### src/rtl/pwm_ramp_ctrl.sv
// pwm_ramp_ctrl: handshake-loaded PWM period/duty sequencer with boundary-aligned soft ramping
module pwm_ramp_ctrl #(
    parameter int WIDTH = 16,
    parameter int IVW   = 8
) (
    input  logic             clk,
    input  logic             rst_n,
    input  logic             enable,
    input  logic             cfg_valid,
    output logic             cfg_ready,
    input  logic [WIDTH-1:0] cfg_period,
    input  logic [WIDTH-1:0] cfg_target,
    input  logic [WIDTH-1:0] cfg_step,
    input  logic [IVW-1:0]   cfg_interval,
    output logic [WIDTH-1:0] duty_cycle,
    output logic [WIDTH-1:0] period,
    output logic             period_tick,
    output logic             busy,
    output logic             done
);
    typedef enum logic [1:0] {IDLE, ARM, RAMP, HOLD} state_t;
    state_t           r_state, w_state_nxt;
    logic [WIDTH-1:0] r_cnt, r_duty, r_period, r_sh_period, r_sh_target, r_sh_step;
    logic [IVW-1:0]   r_ivl_cnt, r_sh_ivl;
    logic             r_done;
    logic             w_tick, w_xfer, w_apply, w_jump, w_ivl_last, w_step_now, w_reached;
    logic [WIDTH:0]   w_duty_x, w_tgt_x, w_step_x, w_up, w_dn, w_step_duty;
    assign w_tick      = (r_period != '0) && (r_cnt == r_period - 1'b1);
    assign cfg_ready   = enable && (r_state == IDLE || r_state == HOLD);
    assign w_xfer      = cfg_valid && cfg_ready;
    assign w_apply     = enable && r_state == ARM && (r_period == '0 || w_tick);
    assign w_jump      = r_sh_step == '0 || r_sh_period == '0;
    assign w_ivl_last  = r_ivl_cnt == r_sh_ivl - 1'b1;
    assign w_step_now  = enable && r_state == RAMP && w_tick && w_ivl_last;
    // One extra bit keeps the step arithmetic free of wrap-around
    assign w_duty_x    = {1'b0, r_duty};
    assign w_tgt_x     = {1'b0, r_sh_target};
    assign w_step_x    = {1'b0, r_sh_step};
    assign w_up        = (w_tgt_x - w_duty_x <= w_step_x) ? w_tgt_x : w_duty_x + w_step_x;
    assign w_dn        = (w_duty_x - w_tgt_x <= w_step_x) ? w_tgt_x : w_duty_x - w_step_x;
    assign w_step_duty = (w_duty_x < w_tgt_x) ? w_up : (w_duty_x > w_tgt_x) ? w_dn : w_tgt_x;
    assign w_reached   = w_step_duty == w_tgt_x;
    assign period_tick = w_tick;
    assign duty_cycle  = r_duty;
    assign period      = r_period;
    assign busy        = r_state == ARM || r_state == RAMP;
    assign done        = r_done;
    always_comb begin
        w_state_nxt = !enable ? IDLE :
                      w_xfer ? ARM :
                      w_apply ? (w_jump ? HOLD : RAMP) :
                      (w_step_now && w_reached) ? HOLD : r_state;
    end
    always_ff @(posedge clk or negedge rst_n) begin
        if (!rst_n) r_state <= IDLE;
        else        r_state <= w_state_nxt;
    end
    always_ff @(posedge clk or negedge rst_n) begin
        if (!rst_n) begin
            r_cnt       <= '0;
            r_duty      <= '0;
            r_period    <= '0;
            r_done      <= 1'b0;
            r_ivl_cnt   <= '0;
            r_sh_period <= '0;
            r_sh_target <= '0;
            r_sh_step   <= '0;
            r_sh_ivl    <= '0;
        end else begin
            r_cnt  <= (r_period == '0 || w_tick) ? '0 : r_cnt + 1'b1;
            r_done <= (w_apply && w_jump) || (w_step_now && w_reached);
            if (!enable) begin
                r_duty      <= '0;
                r_ivl_cnt   <= '0;
                r_sh_period <= '0;
                r_sh_target <= '0;
                r_sh_step   <= '0;
                r_sh_ivl    <= '0;
            end else if (w_xfer) begin
                r_sh_period <= cfg_period;
                r_sh_target <= (cfg_target > cfg_period) ? cfg_period : cfg_target;
                r_sh_step   <= cfg_step;
                r_sh_ivl    <= (cfg_interval == '0) ? IVW'(1) : cfg_interval;
            end else if (w_apply) begin
                r_period  <= r_sh_period;
                r_ivl_cnt <= '0;
                r_duty    <= w_jump ? r_sh_target : (r_duty > r_sh_period) ? r_sh_period : r_duty;
            end else if (r_state == RAMP && w_tick) begin
                r_ivl_cnt <= w_ivl_last ? '0 : r_ivl_cnt + 1'b1;
                if (w_ivl_last) r_duty <= w_step_duty[WIDTH-1:0];
            end
        end
    end
endmodule

### config.mk
export PLATFORM = sky130hd
export DESIGN_NAME = pwm_ramp_ctrl
export DESIGN_NICKNAME = d
export VERILOG_FILES = /design/src/rtl/pwm_ramp_ctrl.sv
export SDC_FILE = /design/constraint.sdc
export NUM_CORES = 1
export LEC_CHECK = 0
export CORE_MARGIN = 4
export CORE_UTILIZATION = 45
export CTS_CLUSTER_SIZE = 25
export DETAILED_ROUTE_END_ITERATION = 10
export PLACE_DENSITY = 0.64
export SLEW_MARGIN = 5
export SYNTH_ARGS = -nofsm -noshare
export SYNTH_HDL_FRONTEND = slang
export SYNTH_SLANG_ARGS = --single-unit
### constraint.sdc
create_clock -name clk -period 5.2 [get_ports clk]
set_input_delay 1.04 -clock clk [delete_from_list [all_inputs] [get_ports clk]]
set_output_delay 1.04 -clock clk [all_outputs]
set_load 0.02 [all_outputs]
==> metrics.cfg, run 1 <==
[grt]
grt_pass1_vias=10822
grt_overflow=0
grt_pass1_wl_um=63500
grt_usage=0.289
grt_max_degree=95
antenna_found_initial=0

[sta]
finClkSkew_ps=21.0
setup_tns_ps=0
hold_viol_final=0
finalSetupViolCount=0
period_needed_ps=4980
final.setup.worst_slack_ps=220
finalCritPeriodShare=0.958
tightest_slew_ps=1030
relSlewSlack=0.315
fmax_ghz=0.201
slew_violations=0

[route]
vias_per_cell=6.03
m1WireLength_um=19200
wirelength_um=41400
vias=11412
routed-wl-met3_um=2700
wire_per_inst_um=21.9
drt_pass1_iterations=6
ant_nets=0
remaining_drc_errors=0
dr_wl_met2_um=18400
drtIter0Drc=986
maxUsedRoutingLayer=met4

[yosys]
ys_types=78
synth.net_count=1606
yosys_warnings=0
ys_seq_area_frac=0.253
synthArstFlopShare=1.00
yosys_most_used_dff=dfrtp_1
postSynthCellCount=1409
synth-edff-count=0
netlist_area_um2=11400
synth-seq-cells=115
syn_area_per_cell_um2=8.07

[worst_hold_path]
holdCritPathClass=reg -> reg
min_path_cells=1
hold_path_end=r_cnt[0]
min_from=r_cnt[0]

[floorplan]
die_w_um=167
dieArea_um2=27900
core_um2=24600
start_util=0.462
die_h_um=167
rows=57
io_pins=96

[power_and_ir_drop]
p_sw_mw=4.63
clkPwrFrac=0.142
p_int_mw=4.65
seqPwrFrac=0.135
p_sw_frac=0.499
pwr_density_cell_nw_per_um2=660
leakage_nw=6.24
ir_worst_vdd_uv=347
power_mw=9.28
combPwrFrac=0.722

[finish]
drive_above_1_share=0.135
final_util=0.571
fillers=2337
fin_nets=1752
seq_area_um2=2880
multi_input_area_um2=8010
final_common_cell=nand2_1
n_antenna_cell=0
synthToLayoutAreaGrowth_pct=23.5
final_cell_mix=nand2_1 (135), ha_1 (130), inv_1 (113), dfrtp_1 (113), nor2_1 (108)

[clock_tree]
clkLatencyLatePin_ps=440
htreeDepth=4
cts-root-buf=clkbuf_16
cts.sinks=115
cts_buffers=17
tritoncts=done
cts_buffer_depth=2
clk_pin_slew_worst_paths_ps=70

[critical_path]
required_ps=5560
regToRegEndpoint=duty_cycle[2]
end_kind=flip-flop
r2r-start=duty_cycle[2]
crit_path_max_fanout=8
cp.arrival_ps=5340
worst-setup-path-type=reg -> reg
reg2reg_depth=25
r2r_setup_slack_ps=220
cp-start-kind=flip-flop

[placement]
routabilityCongestion=0.999
hpwlAfterDp_um=32300
io_buffers=95
preCtsSetupSlack_ps=-154

[run]
maxCapViolCount=0

[run_status]
status=finished, final reports clean

## worst max path at each step
stage                        from             to  slack, ps  depth (start not counted)
global placement    duty_cycle[1]     r_state[1]        -60                         26
global route        duty_cycle[2]  duty_cycle[2]        -20                         25
detailed placement  duty_cycle[1]     r_state[0]       -150                         26
floorplan           duty_cycle[1]     r_state[1]         80                         25
finish              duty_cycle[2]  duty_cycle[2]        220                         25
CTS                 duty_cycle[1]     r_state[1]         20                         26
## worst max-delay path: stages (launching register included)
cell	delay [ps]
dfrtp_1	400
inv_2	80
ha_4	200
buf_8	130
nor2b_4	130
o31a_1	330
o41ai_2	330
buf_4	190
a21boi_2	60
nor2_1	150
nor2_1	50
nor2_1	140
xnor2_1	100
ha_1	340
a2111oi_2	350
o21ai_1	100
a211oi_1	220
buf_4	150
o32ai_4	80
and2_4	180
buf_4	130
buf_4	170
a211oi_1	250
a211oi_1	90
o41ai_1	370
buf_4	170
## layer usage
| layer | track usage | vias up |
|---|---|---|
| li1 | - | 5385 |
| met1 | 0.423 | 5556 |
| met2 | 0.444 | 413 |
| met3 | 0.0479 | 58 |
| met4 | 0.0726 | 0 |
| met5 | 0 | - |
## cells in the mapped netlist, types with 4 or more instances
cell       number  area, um^2
a2111oi_0       8        70.1
a211oi_1       23         173
a21boi_0        5        37.5
a21o_1         29         218
a21oi_1        76         380
a221o_1         4        40.0
a221oi_1        5        43.8
a31oi_1         7        43.8
a32oi_1         5        43.8
and2_1          6        37.5
and3_1         13        81.3
buf_2           8        40.0
clkbuf_1       51         191
dfrtp_1       115        2880
fa_1            4        80.1
ha_1          133        1660
inv_1         116         435
mux2_2         15         169
mux2i_1         4        40.0
nand2_1       136         510
nand2b_1       16         100
nand3_1        56         280
nand3b_1        4        30.0
nand4_1        18         113
nor2_1        111         417
nor2b_1        17         106
nor3_1         37         185
nor4_1         13        81.3
o2111ai_1       4        35.0
o211ai_1       34         255
o21a_1          9        67.6
o21ai_0        79         395
o21ai_1         4        20.0
o21bai_1        9        67.6
o221ai_1        6        52.6
o22ai_1        10        62.6
o31a_1          6        52.6
o31ai_1        41         308
o41ai_1         6        52.6
o41ai_2         7         114
or2_2           5        31.3
or3_1           5        31.3
xnor2_1        60         526
xor2_1         34         298
## sequential cells by signal (all words and copies together), names as in the netlist
name,flops
done,1
duty_cycle,16
period,16
r_cnt,16
r_ivl_cnt,8
r_sh_ivl,8
r_sh_period,16
r_sh_step,16
r_sh_target,16
r_state,2
## per-stage QoR
stage                     instances  hold slack (ps)  cell area [um^2]
after floorplan                1409              491             11400
after global placement         1855              522             13200
after detailed placement       1855              532             13200
after CTS                      1887              544             13800
after global routing           1892              570             14100
final                          1892              550             14100
## cell families after synthesis
| kind of cell | count (synthesis) | synth area share |
|---|---|---|
| muxes | 19 | 0.0184 |
| buffers and inverters | 182 | 0.0622 |
| adders and majority gates | 137 | 0.153 |
| DFF | 115 | 0.253 |
| and+or+nand+nor | 457 | 0.193 |
| xor gates and xnor gates | 94 | 0.0724 |
| AOI/OAI and AO/OA | 405 | 0.248 |
## final cells by class
type | instances | area share
multi-input combinational | 1112 | 0.570
timing repair buffer | 192 | 0.120
clock buffer | 17 | 0.0303
sequential | 115 | 0.205
tap | 324 | 0.0288
inverter | 117 | 0.0315
clock inverter | 15 | 0.0145
## power groups by stage
stage / registers [mW] / logic, mW / clock network [mW]
6_report: 1.26 / 6.70 / 1.32
5_1_grt: 1.27 / 7.26 / 1.37
4_1_cts: 1.25 / 6.27 / 1.34
3_5_place_dp: 1.26 / 6.16 / 0
3_3_place_gp: 1.26 / 6.14 / 0
2_1_floorplan: 1.33 / 3.97 / 0
## what timing repair did
item | in CTS | in global routing
cloned | 0 | 0
pin swaps | 0 | 19
setup endpoints to repair | 3 | 12
gates resized for setup | 10 | 46
hold endpoints to repair | 0 | 0
setup buffers | 0 | 6
hold buffers | 0 | 0
Note: power is estimated with default switching activity, not from simulation.
==> run 2: changes to the inputs <==
--- a/config.mk
+++ b/config.mk
@@ -9,6 +9,7 @@
 export CORE_UTILIZATION = 45
 export CTS_CLUSTER_SIZE = 25
 export DETAILED_ROUTE_END_ITERATION = 10
+export MAX_ROUTING_LAYER = met4
 export PLACE_DENSITY = 0.64
 export SLEW_MARGIN = 5
 export SYNTH_ARGS = -nofsm -noshare
==> constraint.sdc (replaced) <==
create_clock -name clk -period 5.2 [get_ports clk]
set_input_delay 1.3 -clock clk [delete_from_list [all_inputs] [get_ports clk]]
set_output_delay 1.3 -clock clk [all_outputs]
set_load 0.02 [all_outputs]
==> metrics.cfg, run 2 (synthesis results as in run 1) <==
[clock_tree]
cts_buffer_depth=2  ; unchanged
cts_buffers=17  ; unchanged
clk_pin_slew_worst_paths_ps=70  ; about the same
clkLatencyLatePin_ps=440  ; about the same
ctsHoldBuffers=0  ; unchanged
htreeDepth=4  ; unchanged
tritoncts=done  ; unchanged
cts-root-buf=clkbuf_16  ; unchanged
cts.sinks=115  ; unchanged

[route]
routed-wl-met3_um=2680  ; was 2700 um
dr_wl_met2_um=18300  ; was 18,400 um
drt_pass1_iterations=6  ; unchanged
drtIter0Drc=1009  ; was 986
maxUsedRoutingLayer=met4  ; unchanged
m1WireLength_um=19600  ; was 19,200 um
wirelength_um=41800  ; was 41,400 um
ant_nets=0  ; unchanged
vias=11362  ; about the same
remaining_drc_errors=0  ; unchanged
vias_per_cell=5.97  ; was 6.03
wire_per_inst_um=22.0  ; was 21.9 um

[sta]
tightest_slew_ps=1020  ; was 1030 ps
finalCritPeriodShare=0.961  ; was 0.958
hold_viol_final=0  ; unchanged
finClkSkew_ps=19.4  ; was 21.0 ps
setup_tns_ps=0  ; unchanged
final.setup.worst_slack_ps=201  ; was 220 ps
period_needed_ps=5000  ; was 4980 ps
slew_violations=0  ; unchanged
rsz0062_at_grt=true
relSlewSlack=0.323  ; was 0.315
finalSetupViolCount=0  ; unchanged
fmax_ghz=0.200  ; was 0.201 GHz

[run]
maxCapViolCount=0  ; unchanged

[floorplan]
dieArea_um2=27900  ; unchanged
rows=57  ; unchanged
die_w_um=167  ; unchanged
io_pins=96  ; unchanged
start_util=0.462  ; unchanged
core_um2=24600  ; unchanged
die_h_um=167  ; unchanged

[placement]
io_buffers=95  ; unchanged
preCtsSetupSlack_ps=-315  ; was -154 ps
routabilityCongestion=0.966  ; was 0.999
hpwlAfterDp_um=32800  ; was 32,300 um

[critical_path]
r2r-start=r_sh_target[0]  ; was duty_cycle[2]
cp.arrival_ps=5310  ; was 5340 ps
required_ps=5510  ; was 5560 ps
reg2reg_depth=25  ; unchanged
end_kind=flip-flop  ; unchanged
worst-setup-path-type=reg -> reg  ; unchanged
regToRegEndpoint=r_state[1]  ; was duty_cycle[2]
cp-start-kind=flip-flop  ; unchanged
r2r_setup_slack_ps=200  ; was 220 ps
crit_path_max_fanout=4  ; was 8

[finish]
fin_nets=1763  ; was 1,752
final_common_cell=nand2_1  ; unchanged
final_cell_mix=nand2_1 (134), ha_1 (131), inv_1 (113), dfrtp_1 (113), nor2_1 (111)  ; was nand2_1 (135), ha_1 (130), inv_1 (113), dfrtp_1 (113), nor2_1 (108)
final_util=0.571  ; about the same
synthToLayoutAreaGrowth_pct=23.5  ; about the same
drive_above_1_share=0.142  ; was 0.135
fillers=2301  ; was 2,337
n_antenna_cell=0  ; unchanged

[grt]
grt_overflow=0  ; unchanged
grt_max_degree=97  ; was 95
grt_pass1_wl_um=64300  ; was 63,500 um
antenna_found_initial=0  ; unchanged
grt_pass1_vias=10815  ; about the same
grt_usage=0.302  ; was 0.289

[worst_hold_path]
min_path_cells=1  ; unchanged
hold_path_end=r_ivl_cnt[6]  ; was r_cnt[0]
holdCritPathClass=reg -> reg  ; unchanged
min_from=r_ivl_cnt[6]  ; was r_cnt[0]

[run_status]
status=finished, final reports clean  ; unchanged

[power_and_ir_drop]
pwr_density_cell_nw_per_um2=658  ; was 660 nW/um^2
leakage_nw=6.26  ; was 6.24 nW
ir_worst_vdd_uv=263  ; was 347 uV

run 2: changes by cell type in the layout (fill, tap and decap cells not counted), sizes merged:
cell / delta
buf: +11
clkinv: +4
bufinv: -3
inv: -2
clkinvlp: +1
run 2: worst max-delay path, cell delays in order, from the launching register on:
cell,delay [ps]
dfrtp_1,410
inv_2,90
ha_4,150
fa_2,240
nor2b_4,50
o31a_1,330
o41ai_2,380
buf_4,200
a21boi_2,70
nor2_1,130
nor2_1,50
nor2_1,130
xnor2_1,90
ha_1,350
a2111oi_4,350
o21ai_1,120
a211oi_2,220
buf_4,150
o32ai_4,100
and2_4,180
buf_4,130
a221o_1,290
and4_1,160
o2111ai_2,110
a2111oi_4,140
o31a_1,250
run 2: what timing repair did:
item	CTS	global route
pin swaps	1	23
setup endpoints to repair	4	17
buffers inserted	0	8
gates resized for setup	17	39
gates cloned	0	1
run 2: area by class of cell:
type                            instances  area (um^2)  share of cell area
Clock inverter                         15          120             0.00855
Multi-Input combinational cell       1112         8010               0.570
Sequential cell                       115         2880               0.205
Timing Repair Buffer                  203         1770               0.126
Tap cell                              324          405              0.0288
Clock buffer                           17          425              0.0303
Inverter                              117          443              0.0315
run 2: worst max-delay path by stage:
stage,start,endpoint,slack [ps]
detailed placement,duty_cycle[0],r_state[0],-320
global route,r_sh_target[0],r_state[1],-50
floorplan,duty_cycle[1],r_state[1],80
finish,r_sh_target[0],r_state[1],200
CTS,duty_cycle[1],r_state[0],20
global placement,duty_cycle[1],r_state[1],-90
run 2: stage by stage:
stage | cell area [um^2] | power (mW) | hold WS (ps) | instances
finish | 14100 | 9.25 | 530 | 1903
global route | 14100 | 9.91 | 575 | 1903
CTS | 13800 | 8.83 | 534 | 1895
detailed placement | 13200 | 7.53 | 527 | 1863
global placement | 13200 | 7.51 | 520 | 1863
floorplan | 11400 | 5.30 | 491 | 1409
run 2: layer usage:
| layer | track usage | vias to the layer above |
|---|---|---|
| met2 | 0.445 | 424 |
| met5 | - | - |
| met3 | 0.0443 | 70 |
| li1 | - | 5405 |
| met1 | 0.433 | 5463 |
| met4 | 0.0850 | 0 |
run 2: report_power, final:
group | internal [mW] | switching (mW)
Clock | 0.623 | 0.533
Sequential | 1.05 | 0.207
Combinational | 2.91 | 3.93
